==> config.mk <==
export PLATFORM = sky130hd
export DESIGN_NAME = a2d_sequencer
export DESIGN_NICKNAME = d
export VERILOG_FILES = /design/src/rtl/a2d_pkg.sv /design/src/rtl/a2d_sequencer.sv
export SDC_FILE = /design/constraint.sdc
export NUM_CORES = 1
export LEC_CHECK = 0
export CORE_AREA = 2 2 86 88
export CTS_CLUSTER_SIZE = 16
export DETAILED_ROUTE_END_ITERATION = 8
export DIE_AREA = 0 0 88 90
export GPL_ROUTABILITY_DRIVEN = 1
export PLACE_DENSITY_LB_ADDON = 0.15
export SLEW_MARGIN = 20
export SYNTH_ARGS = -nofsm -noshare
export SYNTH_HDL_FRONTEND = slang
export SYNTH_SLANG_ARGS = --single-unit
==> constraint.sdc <==
create_clock -name clk -period 1.85 [get_ports clk]
set_input_delay 0.4625 -clock clk [delete_from_list [all_inputs] [get_ports clk]]
set_output_delay 0.4625 -clock clk [all_outputs]
set_load 0.02 [all_outputs]
==> src/rtl/a2d_pkg.sv <==
// Shared types and constants for the A2D round-robin sequencer.
// Pure declarations; no latency.
// No flow control of its own.
package a2d_pkg;

    typedef enum logic [2:0] {
        IDLE,
        CMD,
        WAIT_CMD,
        SETTLE,
        READ,
        WAIT_RD,
        NEXT
    } state_t;

    // Sequencer index 0..3 -> physical A2D channel (channel 2 is unused on the bike)
    localparam logic [3:0][2:0] CHNL_MAP = {3'd4, 3'd3, 3'd1, 3'd0};

    localparam int PERIOD_W_FAST = 10;
    localparam int PERIOD_W_SLOW = 14;

    localparam logic [7:0] WDOG_LIMIT = 8'hFF;

    function automatic int period_w(input int fast_sim);
        return (fast_sim != 0) ? PERIOD_W_FAST : PERIOD_W_SLOW;
    endfunction

    function automatic logic [15:0] build_cmd(input logic [1:0] idx);
        return {2'b00, CHNL_MAP[idx], 11'h000};
    endfunction

endpackage

==> src/rtl/a2d_sequencer.sv <==
// Round-robin SPI A2D scheduler: one 4-channel round per period tick; A2D_TIMEOUT_EN adds a done watchdog.
// Latency: wrt 1 clk after tick; result register updates the clock after the read done.
// Backpressure: waits on SPI done per transaction (forever unless A2D_TIMEOUT_EN).
module a2d_sequencer
    import a2d_pkg::*;
#(
    parameter int FAST_SIM   = 1,
    parameter int SETTLE_CYC = 4
) (
    input  logic        clk,
    input  logic        rst_n,
    input  logic        done,
    input  logic [15:0] resp,
    output logic        wrt,
    output logic [15:0] cmd,
    output logic [11:0] batt,
    output logic [11:0] curr,
    output logic [11:0] brake,
    output logic [11:0] torque,
    output logic        round_done,
    output logic        a2d_err
);

    localparam int         PW          = period_w(FAST_SIM);
    localparam logic [3:0] SETTLE_LOAD = 4'(SETTLE_CYC - 1);

    state_t        state;
    logic [PW-1:0] period_cnt;
    logic          tick;
    logic [1:0]    idx;
    logic [3:0]    settle_cnt;
    logic          unused_resp_hi;

    assign tick           = &period_cnt;
    assign unused_resp_hi = ^resp[15:12];

    always_ff @(posedge clk or negedge rst_n) begin
        if (!rst_n) begin
            period_cnt <= '0;
        end else begin
            period_cnt <= period_cnt + PW'(1);
        end
    end

`ifdef A2D_TIMEOUT_EN
    logic [7:0] wdog;
    logic       err_q;
    assign a2d_err = err_q;
`else
    assign a2d_err = 1'b0;
`endif

    always_ff @(posedge clk or negedge rst_n) begin
        if (!rst_n) begin
            state      <= IDLE;
            idx        <= 2'd0;
            settle_cnt <= 4'd0;
            wrt        <= 1'b0;
            cmd        <= 16'h0000;
            batt       <= 12'h000;
            curr       <= 12'h000;
            brake      <= 12'h000;
            torque     <= 12'h000;
            round_done <= 1'b0;
`ifdef A2D_TIMEOUT_EN
            wdog       <= 8'd0;
            err_q      <= 1'b0;
`endif
        end else begin
            wrt        <= 1'b0;
            round_done <= 1'b0;
`ifdef A2D_TIMEOUT_EN
            wdog       <= 8'd0;
`endif
            case (state)
                IDLE: begin
                    if (tick) begin
                        wrt   <= 1'b1;
                        cmd   <= build_cmd(idx);
                        state <= CMD;
                    end
                end
                CMD: state <= WAIT_CMD;
                WAIT_CMD: begin
                    if (done) begin
                        settle_cnt <= SETTLE_LOAD;
                        state      <= SETTLE;
                    end
`ifdef A2D_TIMEOUT_EN
                    else if (wdog == WDOG_LIMIT) begin
                        err_q <= 1'b1;
                        state <= NEXT;
                    end else begin
                        wdog <= wdog + 8'd1;
                    end
`endif
                end
                SETTLE: begin
                    if (settle_cnt == 4'd0) begin
                        wrt   <= 1'b1;
                        state <= READ;
                    end else begin
                        settle_cnt <= settle_cnt - 4'd1;
                    end
                end
                READ: state <= WAIT_RD;
                WAIT_RD: begin
                    if (done) begin
                        case (idx)
                            2'd0:    batt   <= resp[11:0];
                            2'd1:    curr   <= resp[11:0];
                            2'd2:    brake  <= resp[11:0];
                            default: torque <= resp[11:0];
                        endcase
                        state <= NEXT;
                    end
`ifdef A2D_TIMEOUT_EN
                    else if (wdog == WDOG_LIMIT) begin
                        err_q <= 1'b1;
                        state <= NEXT;
                    end else begin
                        wdog <= wdog + 8'd1;
                    end
`endif
                end
                NEXT: begin
                    if (idx == 2'd3) begin
                        round_done <= 1'b1;
                        idx        <= 2'd0;
                        state      <= IDLE;
                    end else begin
                        idx   <= idx + 2'd1;
                        wrt   <= 1'b1;
                        cmd   <= build_cmd(idx + 2'd1);
                        state <= CMD;
                    end
                end
                default: state <= IDLE;
            endcase
        end
    end

endmodule

Word level (Yosys, flattened, before mapping). Index checks and enable logic that the tools add are counted. Widths: inputs -> output; s select.

Logic and storage cells: 69. Input port bits: 19. Register bits: 85. Output and inout bits: 67.

Order comparisons: 2. Bitwise gates (word level): 1. Eq/ne operators: 15. Reduce and logical (&&, ||, !) cells: 14. Add/sub/neg operators: 3. Muxes and demuxes: 23.

Operators by type and width (number): $mux 16 (2); $pmux 16 s2 (1); $pmux 3 s7 (1); $mux 3 (6); $reduce_and 3->1 (6); $bmux 3 s2 (2); $ne 2x2->1 const B (6); $add 10x1->10 const B (1); $reduce_and 10->1 (1); $eq 3x3->1 const B (3); $mux 4 (2); $pmux 4 s2 (1); $eq 3x2->1 const B (2); $lt 2x3->1 const B (2); $mux 1 (6); $eq 2x2->1 const B (2); $logic_not 4->1 (1); $reduce_and 4->1 (1); $reduce_bool 2->1 (2); $sub 4x1->4 const B (1); $eq 3x1->1 const B (1); $logic_not 3->1 (1); $pmux 1 s3 (1); $reduce_or 3->1 (1); 5 further kinds (5).

Depth between registers and ports, before layout.
Depth after elaboration: 5. Depth in mapped cells: 6. Mapped depth without buffers: 6.

Worst setup path after synthesis. OpenSTA, ideal clock, no wires.

Path kind: register to register. Start point: register settle_cnt[0]. End point: register state[0]. Period minus slack after synthesis: 1.533 ns. Required time: 1.740 ns. Cell stages (with the launch flop): 6. Arrival time: 1.423 ns. Buffers on the path: 0. Setup time: 0.110 ns. Slack: 0.317 ns. Path through: dfrtp_1 -> inv_1 -> ha_1 -> or3b_4 -> and2_4 -> o41ai_1.

Word-level cells in the longest chain between the ends: 3.

RTL lines: start, declared (RTL line a2d_sequencer.sv:31) `logic [3:0] settle_cnt;`; start signal, assigned (RTL line a2d_sequencer.sv:103) `settle_cnt <= settle_cnt - 4'd1;`; $logic_not 4->1 (RTL line a2d_sequencer.sv:99) `if (settle_cnt == 4'd0) begin`; $ne 2x2->1 (no source line); $reduce_and 4->1 (no source line); end signal, assigned (RTL line a2d_sequencer.sv:101) `state <= READ;`; end signal, assigned (RTL line a2d_sequencer.sv:106) `READ: state <= WAIT_RD;`; end signal, assigned (RTL line a2d_sequencer.sv:115) `state <= NEXT;`; end, declared (RTL line a2d_sequencer.sv:27) `state_t state;`.

No other way between the ends. A chain may end at the register's enable or synchronous reset.

Worst setup path in the final report.
Start point: register curr[4]. End point: output port curr[4].

RTL lines: start, declared (RTL line a2d_sequencer.sv:17) `output logic [11:0] curr,`; start signal, assigned (RTL line a2d_sequencer.sv:111) `2'd1: curr <= resp[11:0];`.

No word-level cell between the ends.

==> summary.md <==
| Metric | Value |
|---|---|
| Status | `completed` |
| FF+latch count, synth | `72` |
| Post-Syn Instances | `roughly 230` |
| Top-level port count | `86` |
| Die height | `about 90 µm` |
| # DRC | `0` |
| Routed WL per cell | `roughly 15 µm` |
| Critical path type | `flip-flop to output pin` |
| Min Hold Slack | `between 0.1 and 0.15 ns` |
| FP Rows | `31` |
| Area of the die | `0.00792 mm²` |
| Final Instance Area | `0.00423 mm²` |
| I/O Buffers | `67` |
| Share of layout cells above drive strength 1 | `a little over a quarter` |
| Global route overflow | `0` |
| Synth warn | `0` |
| CP top delay family | `buffers and inverters` |
| CTS resizes | `0` |
| Top cells by area, synth | `dfrtp_1 (54%), mux2_4 (18%), mux2_2 (4.4%), ha_1 (3.7%), buf_4 (3.1%)` |
| Post-synth top cells | `dfrtp_1 (72), mux2_4 (40), buf_4 (14)` |
| Post-Syn Area per Cell | `around 15 µm²` |
| First-pass GRT wire length | `around 9900 µm` |
| F_max | `560 MHz` |
| Share of the synthesized area in the top cell type | `~54%` |
| RD Place Congestion | `between 0.7 and 0.8` |
| Cells along the critical path | `clkdlybuf4s50_1` |
| Seq/Total Area, Yosys | `between 50 and 60%` |
| Slowest CP cell | `clkdlybuf4s50_1` |
| Diode count | `0` |
| Asr flop ratio synth | `100%` |
| Max-cap violations | `0` |
| Yosys cell types | `40` |
| Hold Vio Cnt, Final | `0` |
| Dpl cells | `slightly below 400` |
| Worst Skew | `~0.0082 ns` |
| WP data required | `approximately 1.4 ns` |
| Fill count | `between 500 and 600` |
| Worst setup EP type | `output pin` |
| CTS Buf Count | `9` |
| Main synth FF type | `dfrtp_1` |
| # nets final | `331` |
| Vias in the first global route | `1,894` |
| Final setup fails | `0` |
| Reg-to-Reg End | `state[0]` |
| DRT met1 WL | `between 2000 and 3000 µm` |
| Antenna violations before repair | `0` |
| HP Class | `primary input to async pin` |
| Total iterations of the first detailed-routing run | `4` |
| GRT Util Overall | `between 10% and 20%` |
| Top layer in use | `met4` |
| Setup slack, reg-to-reg | `~0.18 ns` |
| Period utilization | `a little over nine tenths` |
| Die width | `about 90 µm` |
| DR vias | `between 1,500 and 2,000` |
| Post-DRT Antenna Nets | `0` |
| Reg2reg path depth | `5` |
| Area after DPL | `0.00405 mm²` |
| Vias per cell | `roughly 4.8` |
| Buffers inserted by post-CTS timing repair | `0` |
| Worst r2r src | `settle_cnt[0]` |
| Wire length on met3 | `around 290 µm` |
| DP Wirelength | `4020 µm` |
| Layout area overhead | `26.1%` |
| Max-slew violations | `0` |
| CTS Sinks | `72` |
| Minimum clock period | `between 1.5 and 2 ns` |
| Final WL | `approximately 5900 µm` |
| Core area | `between 0.007 and 0.008 mm²` |
| Clock Latency Late Sink | `between 0.3 and 0.4 ns` |
| Most common cell in the netlist | `dfrtp_1` |
| Post-synth top area cell | `dfrtp_1` |
| CTS tree | `yes` |
| Peak VDD IR | `between 0.0005 and 0.0006 V` |
| Cell Area, Synth | `around 0.0034 mm²` |
| Cts hold-fix bufs | `0` |
| Max Root-Sink Buffers | `2` |
| Slowest stage delay, CP | `roughly 0.63 ns` |
| RSZ-0062 raised after global routing | `false` |
| CP bufs+invs | `1` |
| Largest net degree at the start of global routing | `73` |
| WL met2 | `about 2600 µm` |
| CP Max Fanout | `2` |
| Clock tree root buffer cell | `clkbuf_8` |
| H-Tree Depth | `3` |
| Initial cell density of the core | `around 48%` |
| Clk slew on worst S/H paths | `roughly 0.08 ns` |
| P per Cell Area | `roughly 850 mW/mm²` |
| Leakage | `between 0.002 and 0.0025 µW` |
| Worst Path Arrival | `between 1 and 1.5 ns` |
| Crit start category | `flip-flop` |
| Number of synthesized flops with an enable pin | `0` |
| DRT iter0 DRCs | `between 100 and 150` |
| Final Non-Filler Cells | `406` |
==> kinds of logic (layout without fill, tap and decap cells) <==
family	Yosys count	count (layout)	share of synthesized area, %
xor gates and xnor gates	12	12	3.14
adders and majority gates	10	10	3.73
muxes	54	54	22.6
and+or+nand+nor	40	40	8.14
buffers and inverters	28	93	5.90
AOI/OAI and AO/OA	12	12	2.61
DFF	72	72	53.8
other	1	14	0.112
==> routing by layer <==
metal	vias to the layer above	global-route usage, %
li1	907	-
met1	966	24.0
met2	57	22.5
met3	6	4.87
met4	0	4.62
met5	-	0
==> per-stage QoR <==
step	TNS, ns	total power (µW)	util (%)	worst slack (ns)
after floorplan	0	2330	-	0.317
after global placement	-3.01	2530	57.7	-0.0727
after detailed placement	-3.56	2550	57.7	-0.0934
after CTS	0	3640	60.2	0.0426
after global routing	0	3800	60.2	0.0112
final	0	3600	60.2	0.0637
==> state kept, by name, summed over array words and instances, names as in the netlist <==
| name | count |
|---|---|
| settle_cnt | 4 |
| idx | 2 |
| state | 3 |
| wrt | 1 |
| torque | 12 |
| brake | 12 |
| cmd | 3 |
| period_cnt | 10 |
| curr | 12 |
| round_done | 1 |
| batt | 12 |
==> layout make-up <==
| type | count | area, µm² | share of cell area, % |
|---|---|---|---|
| Clock buffer | 11 | 141 | 3.34 |
| Clock inverter | 5 | 32.5 | 0.769 |
| Inverter | 7 | 26.3 | 0.621 |
| Multi-Input combinational cell | 142 | 1400 | 33.1 |
| Sequential cell | 72 | 1800 | 42.6 |
| Tap cell | 99 | 124 | 2.93 |
| Timing Repair Buffer | 70 | 701 | 16.6 |
==> cells in the final DEF, fill, tap and decap left out, types with 2 or more instances in the layout <==
master / synthesis / routed
nand3_1: 6 / 6
and3b_1: 2 / 2
o21ai_0: 4 / 4
conb_1: 1 / 14
nor2_1: 5 / 5
mux2_2: 13 / 13
clkinv_2: 0 / 3
xor2_1: 7 / 7
mux2_4: 40 / 40
nand2_4: 4 / 4
ha_1: 10 / 10
and3_1: 3 / 3
clkdlybuf4s50_1: 0 / 66
clkinv_4: 0 / 2
xnor2_1: 5 / 5
nand2_1: 5 / 5
nor3_1: 3 / 3
clkbuf_8: 0 / 10
buf_4: 14 / 2
dfrtp_1: 72 / 72
inv_1: 7 / 7
==> worst max-delay path by stage <==
stage	startpoint	end	cells after the start
final	curr[4]	curr[4]	1
after global routing	curr[1]	curr[1]	1
after CTS	curr[4]	curr[4]	1
after detailed placement	done	torque[7]	4
after global placement	done	torque[9]	4
after floorplan	settle_cnt[0]	state[0]	5
==> power breakdown <==
group	switching [µW]	internal [µW]	leakage, µW
combinational	351	352	0.00110
sequential	132	1680	0.000978
clock	564	521	0.0000930
total	1050	2550	0.00217
No activity file was read; power rests on OpenSTA's default activity.
